--- src/rtl/usb_fs_in_transactor.sv ---
// ============================================================================
// Module   : usb_fs_in_transactor
// Purpose  : Answers full-speed IN tokens with DATAx+payload+CRC16, NAK or
//            STALL; holds the packet until the host ACKs it.
// Revision : 1.0  initial release
// ============================================================================
`default_nettype none

module usb_fs_in_transactor #(
    parameter int MAX_PKT = 8
) (
    input  logic                       i_clk,
    input  logic                       i_rstn,
    input  logic                       i_inToken,
    input  logic                       i_ackRcvd,
    input  logic                       i_timeout,
    input  logic                       i_resetToggle,
    input  logic                       i_etStall,
    output logic                       o_etReady,
    input  logic                       i_etValid,
    input  logic [8*MAX_PKT-1:0]       i_etData,
    input  logic [$clog2(MAX_PKT):0]   i_etData_nBytes,
    output logic                       o_txValid,
    input  logic                       i_txReady,
    output logic [7:0]                 o_txData,
    output logic                       o_txLast,
    output logic                       o_busy
);

    localparam int c_CW = $clog2(MAX_PKT) + 1;
    localparam int c_IW = (MAX_PKT > 1) ? $clog2(MAX_PKT) : 1;

    localparam logic [7:0] c_PID_STALL = 8'h1E;
    localparam logic [7:0] c_PID_NAK   = 8'h5A;
    localparam logic [7:0] c_PID_DATA0 = 8'hC3;
    localparam logic [7:0] c_PID_DATA1 = 8'h4B;

    typedef enum logic [2:0] {
        S_IDLE    = 3'd0,
        S_HSK     = 3'd1,
        S_PID     = 3'd2,
        S_DATA    = 3'd3,
        S_CRCLO   = 3'd4,
        S_CRCHI   = 3'd5,
        S_WAITACK = 3'd6
    } state_t;

    state_t            r_state;
    state_t            w_state_nxt;
    logic              r_toggle;
    logic              r_pending;
    logic              r_etReady;
    logic [7:0]        r_hsk;
    logic [7:0]        r_snap [MAX_PKT];
    logic [c_CW-1:0]   r_count;
    logic [c_CW-1:0]   r_idx;
    logic [15:0]       r_crc;

    logic              w_txActive;
    logic              w_accept;
    logic              w_lastByte;
    logic [c_CW-1:0]   w_nSat;
    logic [7:0]        w_dataByte;

    // USB CRC16, reflected form: bits enter LSB-first
    function automatic logic [15:0] f_crc16(input logic [15:0] crc, input logic [7:0] d);
        logic [15:0] c;
        c = crc;
        for (int i = 0; i < 8; i++) begin
            if (c[0] ^ d[i]) c = (c >> 1) ^ 16'hA001;
            else             c = c >> 1;
        end
        return c;
    endfunction

    assign w_txActive = (r_state == S_HSK)   || (r_state == S_PID) ||
                        (r_state == S_DATA)  || (r_state == S_CRCLO) ||
                        (r_state == S_CRCHI);
    assign w_accept   = w_txActive && i_txReady;
    assign w_lastByte = (r_idx == (r_count - c_CW'(1)));
    assign w_nSat     = (i_etData_nBytes > c_CW'(MAX_PKT)) ? c_CW'(MAX_PKT) : i_etData_nBytes;
    assign w_dataByte = r_snap[r_idx[c_IW-1:0]];
    assign o_txValid  = w_txActive;
    assign o_etReady  = r_etReady;
    assign o_busy     = (r_state != S_IDLE);

    always_ff @(posedge i_clk or negedge i_rstn) begin
        if (!i_rstn) r_state <= S_IDLE;
        else         r_state <= w_state_nxt;
    end

    always_comb begin
        w_state_nxt = r_state;
        o_txData    = 8'h00;
        o_txLast    = 1'b0;
        case (r_state)
            S_IDLE: begin
                if (i_inToken) begin
                    if (i_etStall)                    w_state_nxt = S_HSK;
                    else if (r_pending || i_etValid)  w_state_nxt = S_PID;
                    else                              w_state_nxt = S_HSK;
                end
            end
            S_HSK: begin
                o_txData = r_hsk;
                o_txLast = 1'b1;
                if (i_txReady) w_state_nxt = S_IDLE;
            end
            S_PID: begin
                o_txData = r_toggle ? c_PID_DATA1 : c_PID_DATA0;
                if (i_txReady) w_state_nxt = (r_count == '0) ? S_CRCLO : S_DATA;
            end
            S_DATA: begin
                o_txData = w_dataByte;
                if (i_txReady && w_lastByte) w_state_nxt = S_CRCLO;
            end
            S_CRCLO: begin
                o_txData = ~r_crc[7:0];
                if (i_txReady) w_state_nxt = S_CRCHI;
            end
            S_CRCHI: begin
                o_txData = ~r_crc[15:8];
                o_txLast = 1'b1;
                if (i_txReady) w_state_nxt = S_WAITACK;
            end
            S_WAITACK: begin
                // ACK beats a coincident timeout; a fresh token implies a timeout
                if (i_ackRcvd)      w_state_nxt = S_IDLE;
                else if (i_timeout) w_state_nxt = S_IDLE;
                else if (i_inToken) w_state_nxt = S_PID;
            end
            default: w_state_nxt = S_IDLE;
        endcase
    end

    always_ff @(posedge i_clk or negedge i_rstn) begin
        if (!i_rstn) begin
            r_toggle  <= 1'b0;
            r_pending <= 1'b0;
            r_etReady <= 1'b0;
            r_hsk     <= 8'h00;
            r_count   <= '0;
            r_idx     <= '0;
            r_crc     <= 16'hFFFF;
            for (int b = 0; b < MAX_PKT; b++) r_snap[b] <= 8'h00;
        end else begin
            r_etReady <= 1'b0;

            if ((r_state == S_IDLE) && i_inToken) begin
                if (i_etStall) begin
                    r_hsk <= c_PID_STALL;
                end else if (r_pending || i_etValid) begin
                    // Snapshot only once; retransmits reuse the held copy
                    if (!r_pending) begin
                        for (int b = 0; b < MAX_PKT; b++) r_snap[b] <= i_etData[8*b +: 8];
                        r_count   <= w_nSat;
                        r_pending <= 1'b1;
                    end
                end else begin
                    r_hsk <= c_PID_NAK;
                end
            end

            if ((w_state_nxt == S_PID) && (r_state != S_PID)) begin
                r_crc <= 16'hFFFF;
                r_idx <= '0;
            end

            if ((r_state == S_DATA) && w_accept) begin
                r_crc <= f_crc16(r_crc, w_dataByte);
                r_idx <= r_idx + c_CW'(1);
            end

            if ((r_state == S_WAITACK) && i_ackRcvd) begin
                r_etReady <= 1'b1;
                r_toggle  <= ~r_toggle;
                r_pending <= 1'b0;
            end

            if (i_resetToggle) r_toggle <= 1'b0;
        end
    end

endmodule

`default_nettype wire

--- config.mk ---
export PLATFORM = sky130hd
export DESIGN_NAME = usb_fs_in_transactor
export DESIGN_NICKNAME = d
export VERILOG_FILES = /design/src/rtl/usb_fs_in_transactor.sv
export SDC_FILE = /design/constraint.sdc
export NUM_CORES = 1
export LEC_CHECK = 0
export BUFFER_PORTS_ARGS = -buffer_cell sky130_fd_sc_hd__buf_4
export CAP_MARGIN = 20
export CORE_UTILIZATION = 55
export DETAILED_ROUTE_END_ITERATION = 16
export PLACE_DENSITY_LB_ADDON = 0.05
export SYNTH_ARGS = -nofsm -noshare
export SYNTH_HDL_FRONTEND = slang
export SYNTH_SLANG_ARGS = --single-unit
--- constraint.sdc ---
create_clock -name i_clk -period 3.8 [get_ports i_clk]
set_input_delay 0.57 -clock i_clk [delete_from_list [all_inputs] [get_ports i_clk]]
set_output_delay 0.57 -clock i_clk [all_outputs]
set_load 0.02 [all_outputs]
Word-level counts from Yosys, hierarchy flattened
Cells that the tools add are included.

word-level totals
  register bits = 102
  input bits = 77
  output and inout port bits = 12
  logic and storage cells = 123

cells by class
  $add $sub $neg = 2
  order comparisons = 2
  equality and inequality tests = 11
  multiplexer cells = 48
  bitwise gates (word level) = 22
  reductions and logical operators = 22

operators with widths
  operator             number
  $mux 16              17
  $mux 8               5
  $pmux 8 s5           1
  $mux 3               10
  $bmux 8 s3           1
  $not 2->3            8
  $pmux 3 s7           1
  $not 8->8            2
  $mux 4               3
  $eq 3x2->1 const B   3
  $eq 3x3->1 const B   3
  $mux 1               8
  $reduce_bool 2->1    4
  $xor 1x1->1          8
  $logic_and 1x1->1    6
  $logic_or 1x1->1     5
  $add 4x1->4 const B  1
  $eq 4x4->1           1
  $ge 4x4->1 const B   1
  $gt 4x4->1 const B   1
  $logic_not 4->1      1
  $mux 2               2
  $not 3->4            1
  $reduce_and 4->1     1
  other kinds (11)     13

Logic depth before layout (Yosys ltp)
Gate-level depths: netlist (run 1).

  word-level depth = 29
  depth in mapped cells = 10
  gate-level depth less buffers = 8

Least setup slack after synthesis (run 1)
OpenSTA, ideal clock, no wires.

  path type = flip-flop to flip-flop
  start = register r_state[2]
  end = register r_snap[11] (netlist bit)
  setup time = 0.125 ns
  data arrival time = 2.300 ns
  required time = 3.675 ns
  path slack = 1.375 ns
  stages on the path, launching flop included = 7
  buffers on the path = 1
  period minus slack after synthesis = 2.425 ns
  path through = dfrtp_1 > nor3_1 > inv_1 > or4_1 > nor2_1 > clkbuf_1 > mux2_2

on the way
  cells in the longest elaborated chain, start to end = 3

RTL lines
  item                        line  text
  start: declaration          48    state_t r_state;
  start signal: assignment    89    else r_state <= w_state_nxt;
  $logic_not 3->1             149   if ((r_state == S_IDLE) && i_inToken) begin
  $logic_and 1x1->1           149
  $reduce_and 4->1 (no line)  n/a
  end: declaration            54    logic [7:0] r_snap [MAX_PKT];

No other way between the ends.
A chain may end at the register's enable or synchronous reset.

Final worst setup path (run 1)
  start = register r_idx[0]
  end = output o_txData[1]

on the way
  cells in the longest elaborated chain, start to end = 5

RTL lines
  item                                       line  text
  start: declaration                         56    logic [c_CW-1:0] r_idx;
  start signal: assignment                   171   r_idx <= r_idx + c_CW'(1);
  $not 3->4 (implied by the code)            82    assign w_dataByte = r_snap[r_idx[c_IW-1:0]];
  $bmux 8 s3                                 82
  $mux 8 (implied by the code) (2 in a row)  82
  $pmux 8 s5                                 96    case (r_state)
  end: declaration                           25    output logic [7:0] o_txData,

No other way between the ends. The select of a mux whose other input is x is not followed.

==> results.json, run 1 <==
{
  "register_area_sq_um": 2450,
  "maxClockFrequency_mhz": 297,
  "comb_power_share_pct": 50.1,
  "dr_vias": 3364,
  "cts-buffers-inserted": 9,
  "vdd_drop_max_uv": 556,
  "core_sq_um": 8680,
  "synth_sequential_area_ratio_pct": 49.9,
  "finalSetupViolCount": 0,
  "cts.repair_timing.setup_buffer_count": 0,
  "final_std_cell_area_no_fill_sq_um": 5850,
  "critPathMaxFanout": 20,
  "finalSetupTns_ps": 0,
  "ctsResizeCount": 0,
  "starting_density_pct": 56.5,
  "routabilityCongestion": 0.850,
  "worst_setup_path_startpoint": "r_idx[0]",
  "final-hold-violation-count": 0,
  "grtUsageTotal_pct": 23.9,
  "yosys_warnings": 0,
  "power.static_leakage_nw": 2.68,
  "seq_power_share_pct": 36.0,
  "ios": 89,
  "post_synth_instance_area_sq_um": 4900,
  "yosys_register_bits": 97,
  "post-route-drc-count": 0,
  "post-route-period-util_pct": 88.7,
  "cts_tree": "built",
  "criticalPathCategory": "reg -> out",
  "drive_above_1_share_pct": 43.9,
  "area.growth.synth_to_final_pct": 19.4,
  "grt_max_degree": 72,
  "detailedRoute.firstPassIterationCount": 4,
  "synth_area_per_cell_sq_um": 12.3,
  "grt-ovfl-total": 0,
  "port_buffers": 88,
  "slew-limit-headroom_pct": 41.9,
  "reg2reg_depth": 9,
  "die_w_microns": 96.4,
  "post_drt_wl_per_cell_microns": 17.6,
  "ys_types": 47,
  "nets": 562,
  "worst_r2r_startpoint": "r_idx[0]",
  "data_required_critical_path_ps": 3230,
  "powerDensity_nw_per_um2": 853,
  "floorplan.rows": 34,
  "postCtsHoldBufs": 0,
  "arrival_ps": 2800,
  "pwr-share-clk_pct": 13.9,
  "dpl-instance-area_sq_um": 5640,
  "internal-power_w": 0.00310,
  "multi_input_area_sq_um": 2290,
  "mappedNetlistNets": 478,
  "global_route_wire_length_before_repair_mm": 16.5,
  "run_status": "finished clean",
  "layout_commonest_cell": "sky130_fd_sc_hd__buf_4",
  "setup_repair_after_global_routing_missed_its_margin": "false",
  "cts-root-to-sink-buffers": 2,
  "net-switching-power_w": 0.00189,
  "antenna_found_initial": 0,
  "die_height_microns": 96.4,
  "skew_ps": 13.7,
  "timing.critical_path.to_type": "output pin",
  "instances_no_fill": 595,
  "clk-insertion-delay-late_ps": 360,
  "critical_path.startpoint_type": "flip-flop",
  "drv_slew": 0,
  "power.switching_fraction_pct": 37.9,
  "synthesis.instances": 398,
  "antenna_cells_inserted": 0,
  "drtIter0Drc": 101,
  "period_needed_ps": 3370,
  "max_cap_violations": 0,
  "finalPower_w": 0.00499,
  "detail_route.vias_per_cell": 5.65,
  "number_of_clock_sinks": 97,
  "place.detailed.instances": 579,
  "number_of_fill_cells_in_the_layout": 686,
  "most-common-layout-cells": "94 x sky130_fd_sc_hd__buf_4, 81 x sky130_fd_sc_hd__dfrtp_1, 78 x sky130_fd_sc_hd__mux2_2",
  "dieArea_sq_um": 9290,
  "h-tree-depth": 3,
  "drt-total-wl_mm": 10.5,
  "post-dp-hpwl_mm": 7.70,
  "clock-root-buffer": "sky130_fd_sc_hd__clkbuf_8",
  "first_global_vias": 3309,
  "hold_class": "in -> async",
  "clk_pin_slew_ps": 100,
  "max_slew.worst_pin.slew_ps": 871,
  "post_route_antenna_net_violation_count": 0
}
layout make-up:
type                            instances  share of cell area [%]
Clock inverter                          4                   0.877
Timing Repair Buffer                   95                    12.4
Sequential cell                        97                    41.8
Clock buffer                           12                    2.65
Multi-Input combinational cell        267                    39.1
Tap cell                              108                    2.31
Inverter                               12                   0.770
layer usage:
layer  up-vias  track usage (%)  wire (microns)
met2        78             41.5            5320
met4         0             6.99             104
li1       1587                -               -
met5         -                0               0
met3         8             3.44             350
met1      1691             31.3            4700
through the flow:
stage | setup WS, ps | utilization, % | hold slack [ps]
after floorplan | 1370 | - | 274
after global placement | 849 | 65.0 | 477
after detailed placement | 681 | 65.0 | 483
after CTS | 505 | 67.4 | 131
after global routing | 163 | 67.4 | 151
final | 431 | 67.4 | 122
kinds of logic (layout without fill, tap and decap cells):
| family | Yosys count | in the layout | share of synthesized area, % |
|---|---|---|---|
| mux | 108 | 108 | 24.6 |
| flops | 97 | 97 | 49.9 |
| compound gates | 64 | 64 | 8.99 |
| simple gates | 61 | 61 | 5.95 |
| buf+inv | 34 | 123 | 3.50 |
| xor+xnor | 31 | 31 | 6.28 |
| fa+ha+maj | 3 | 3 | 0.766 |
power groups by stage:
stage          Sequential (W)  Clock, W  Combinational, W
4_1_cts               0.00179  0.000710           0.00251
3_3_place_gp          0.00182         0           0.00241
5_1_grt               0.00185  0.000746           0.00268
6_report              0.00180  0.000692           0.00250
2_1_floorplan         0.00165         0           0.00204
3_5_place_dp          0.00182         0           0.00250
path summary, 6_finish.rpt:
| path | slack (ps) | endpoint |
|---|---|---|
| setup / recovery | 430 | o_txData[1] |
| setup reg to reg | 620 | r_crc[0] |
| hold reg to reg | 500 | r_hsk[6] |
| hold / removal | 120 | o_etReady |
| max in group asynchronous | 2780 | r_crc[0] |
| min in group i_clk | 350 | r_toggle |
sequential cells by signal, summed over array words and instances, names as in the netlist:
register and cells:
r_snap 64, r_idx 4, r_toggle 1, r_count 4
o_etReady 1, r_crc 16, r_pending 1, r_state 3
r_hsk 3
Yosys cell counts (all sizes together):
cell type,n,area share [%]
a311o,1,0.20
a21o,1,0.15
a31oi,1,0.13
mux4,2,0.92
o21bai,1,0.15
dfstp,16,8.6
or2,1,0.13
nor3,3,0.31
nor4b,1,0.18
clkbuf,9,0.69
nand2b,3,0.38
ha,3,0.77
buf,13,1.9
and3,1,0.13
xnor2,17,3.3
o2bb2ai,2,0.36
o31ai,1,0.15
nand4,2,0.26
mux2,79,18
or4,1,0.15
nor2,16,1.2
dfrtp,81,41
a221oi,2,0.61
a21oi,15,1.5
o211ai,5,0.77
o21ba,1,0.20
o311ai,1,0.18
o21ai,10,1.0
xor2,13,2.5
nand2,20,1.5
o22ai,8,1.0
a22o,1,0.18
o22a,7,1.3
nor2b,7,0.89
nand3,3,0.31
xnor3,1,0.46
nand3b,3,0.46
mux2i,27,5.5
inv,12,0.92
a22oi,7,1.1
worst max-delay path: stages, from the launching register on:
cell and delay [ps]:
sky130_fd_sc_hd__dfrtp_1 920, sky130_fd_sc_hd__buf_4 310, sky130_fd_sc_hd__mux2i_1 200, sky130_fd_sc_hd__a22oi_1 120
sky130_fd_sc_hd__o211ai_1 200, sky130_fd_sc_hd__nand2_1 140, sky130_fd_sc_hd__a22oi_1 220, sky130_fd_sc_hd__o22ai_1 120
sky130_fd_sc_hd__buf_4 180
Power figures use the tool's default switching activity.
==> run 2: changes to the inputs <==
--- a/config.mk
+++ b/config.mk
@@ -5,10 +5,10 @@
 export SDC_FILE = /design/constraint.sdc
 export NUM_CORES = 1
 export LEC_CHECK = 0
-export BUFFER_PORTS_ARGS = -buffer_cell sky130_fd_sc_hd__buf_4
 export CAP_MARGIN = 20
 export CORE_UTILIZATION = 55
 export DETAILED_ROUTE_END_ITERATION = 16
+export DONT_BUFFER_PORTS = 1
 export PLACE_DENSITY_LB_ADDON = 0.05
 export SYNTH_ARGS = -nofsm -noshare
 export SYNTH_HDL_FRONTEND = slang
==> run 2 against run 1 <==
Via count is 10% lower. Cell area fell by 11%. Setup slack improved by 170 ps. Core utilization is 7.4 points lower. Combinational power shrank 6%. Critical path depth down 1. Clock-buffer cell count fell by 3.
==> results.json, run 2 (same netlist as run 1, synthesis figures left out) <==
{
  "run_status": "finished clean",
  "starting_density_pct": 56.5,
  "register_area_sq_um": 2450,
  "first_global_vias": 3048,
  "antenna_found_initial": 0,
  "slew-limit-headroom_pct": 48.8,
  "finalSetupViolCount": 0,
  "clock-root-buffer": "sky130_fd_sc_hd__clkbuf_8",
  "most-common-layout-cells": "81 x sky130_fd_sc_hd__dfrtp_1, 78 x sky130_fd_sc_hd__mux2_2, 27 x sky130_fd_sc_hd__mux2i_1",
  "number_of_fill_cells_in_the_layout": 727,
  "cts.repair_timing.setup_buffer_count": 0,
  "largest_register_ffs": 64,
  "port_buffers": 0,
  "layout_top_registers": "r_snap x64, r_crc x16",
  "cts-buffers-inserted": 9,
  "vdd_drop_max_uv": 373,
  "die_w_microns": 96.4,
  "power.switching_fraction_pct": 39.1,
  "critical_path.startpoint_type": "flip-flop",
  "drv_slew": 0,
  "routabilityCongestion": 0.845,
  "grt-ovfl-total": 0,
  "max_cap_violations": 0,
  "drive_above_1_share_pct": 31.8,
  "setup_repair_after_global_routing_missed_its_margin": "false",
  "registers.top_by_ff_count": "r_snap",
  "post-dp-hpwl_mm": 7.14,
  "max_slew.worst_pin.slew_ps": 761,
  "ios": 89,
  "cts_tree": "built",
  "antenna_cells_inserted": 0,
  "worst_r2r_startpoint": "r_idx[1]",
  "net-switching-power_w": 0.00189,
  "top_signal_layer_used": "met4",
  "detail_route.vias_per_cell": 5.96,
  "timing.critical_path.to_type": "output pin",
  "critPathMaxFanout": 14,
  "finalSetupTns_ps": 0,
  "pwr-share-clk_pct": 14.5,
  "detailedRoute.firstPassIterationCount": 5,
  "floorplan.rows": 34,
  "post-route-period-util_pct": 84.1,
  "grt_max_degree": 82,
  "global_route_wire_length_before_repair_mm": 15.8,
  "met3_length_microns": 597,
  "drtIter0Drc": 118,
  "hold_class": "in -> async",
  "post_drt_wl_per_cell_microns": 19.9,
  "dieArea_sq_um": 9290,
  "power.static_leakage_nw": 2.26,
  "place.detailed.instances": 490,
  "powerDensity_nw_per_um2": 928,
  "core_sq_um": 8680,
  "layout_commonest_cell": "sky130_fd_sc_hd__dfrtp_1",
  "post-route-drc-count": 0,
  "met1Wirelength_mm": 4.46,
  "met2_wirelength_mm": 4.95,
  "internal-power_w": 0.00294,
  "arrival_ps": 2630,
  "number_of_clock_sinks": 97,
  "finalHoldWorstSlack_ps": 44.5,
  "reg2reg_depth": 9,
  "dr_vias": 3020,
  "grtUsageTotal_pct": 22.9,
  "drt-total-wl_mm": 10.1,
  "layout.core_utilization_pct": 60.0,
  "nets": 474,
  "clk-insertion-delay-late_ps": 360,
  "r2r-end": "r_crc[0]",
  "criticalPathCategory": "reg -> out",
  "post_route_antenna_net_violation_count": 0,
  "die_height_microns": 96.4,
  "maxClockFrequency_mhz": 313,
  "period_needed_ps": 3200,
  "data_required_critical_path_ps": 3230,
  "clk_pin_slew_ps": 100,
  "area.growth.synth_to_final_pct": 6.31,
  "regToRegSetupSlack_ps": 680,
  "final-hold-violation-count": 0,
  "comb_power_share_pct": 48.8,
  "h-tree-depth": 3,
  "cts-root-to-sink-buffers": 2,
  "instances_no_fill": 507,
  "seq_power_share_pct": 36.6,
  "multi_input_area_sq_um": 2290,
  "skew_ps": 12.1
}
-- run 2: through the flow --
stage          area [sq um]  worst slack (ps)  power [W]
6_report               5210               604    0.00483
5_1_grt                5210               408    0.00517
4_1_cts                5210               614    0.00485
3_5_place_dp           4970               743    0.00412
3_3_place_gp           4970               844    0.00408
2_1_floorplan          4900              1370    0.00369
-- run 2: metal layers --
| layer | GRT usage, % | up-vias |
|---|---|---|
| li1 | - | 1409 |
| met1 | 30.7 | 1540 |
| met2 | 37.2 | 63 |
| met3 | 6.57 | 8 |
| met4 | 4.78 | 0 |
| met5 | 0 | - |
-- run 2: final cells by class --
| class | count | area share, % |
|---|---|---|
| well taps | 108 | 2.59 |
| clock inverters | 7 | 1.61 |
| clock buffers | 9 | 2.38 |
| repair buffers | 7 | 1.63 |
| flip-flops and latches | 97 | 47.0 |
| multi-input cells | 267 | 43.9 |
| inverters | 12 | 0.865 |
-- run 2: what timing repair did --
item | 4_1_cts | 5_1_grt
hold endpoints to repair | 81 | 0
gates resized for setup | 0 | 0
hold buffers | 1 | 0
-- run 2: how the worst max path moves through the flow --
stage               startpoint           to  slack [ps]  depth (start not counted)
floorplan           r_state[2]   r_snap[11]        1370                          6
global placement      r_idx[1]     r_crc[0]         840                          9
detailed placement    r_idx[1]     r_crc[0]         740                          9
CTS                   r_idx[1]  o_txData[1]         610                          7
global route          r_idx[1]  o_txData[1]         410                          7
finish                r_idx[1]  o_txData[1]         600                          7
-- run 2: worst max-delay path, cell delays in order (launching register included) --
cell and delay [ps]:
sky130_fd_sc_hd__dfrtp_1 770, sky130_fd_sc_hd__buf_4 300, sky130_fd_sc_hd__nor2b_1 300, sky130_fd_sc_hd__a22oi_1 150, sky130_fd_sc_hd__o211ai_1 190, sky130_fd_sc_hd__nand2_1 140
sky130_fd_sc_hd__a22oi_1 190, sky130_fd_sc_hd__o22ai_1 210
-- run 2: power by group through the flow --
stage	logic [W]	clock network, W	registers (W)
global placement	0.00229	0	0.00179
CTS	0.00235	0.000720	0.00178
finish	0.00236	0.000701	0.00177
global route	0.00257	0.000759	0.00183
detailed placement	0.00232	0	0.00180
floorplan	0.00204	0	0.00165
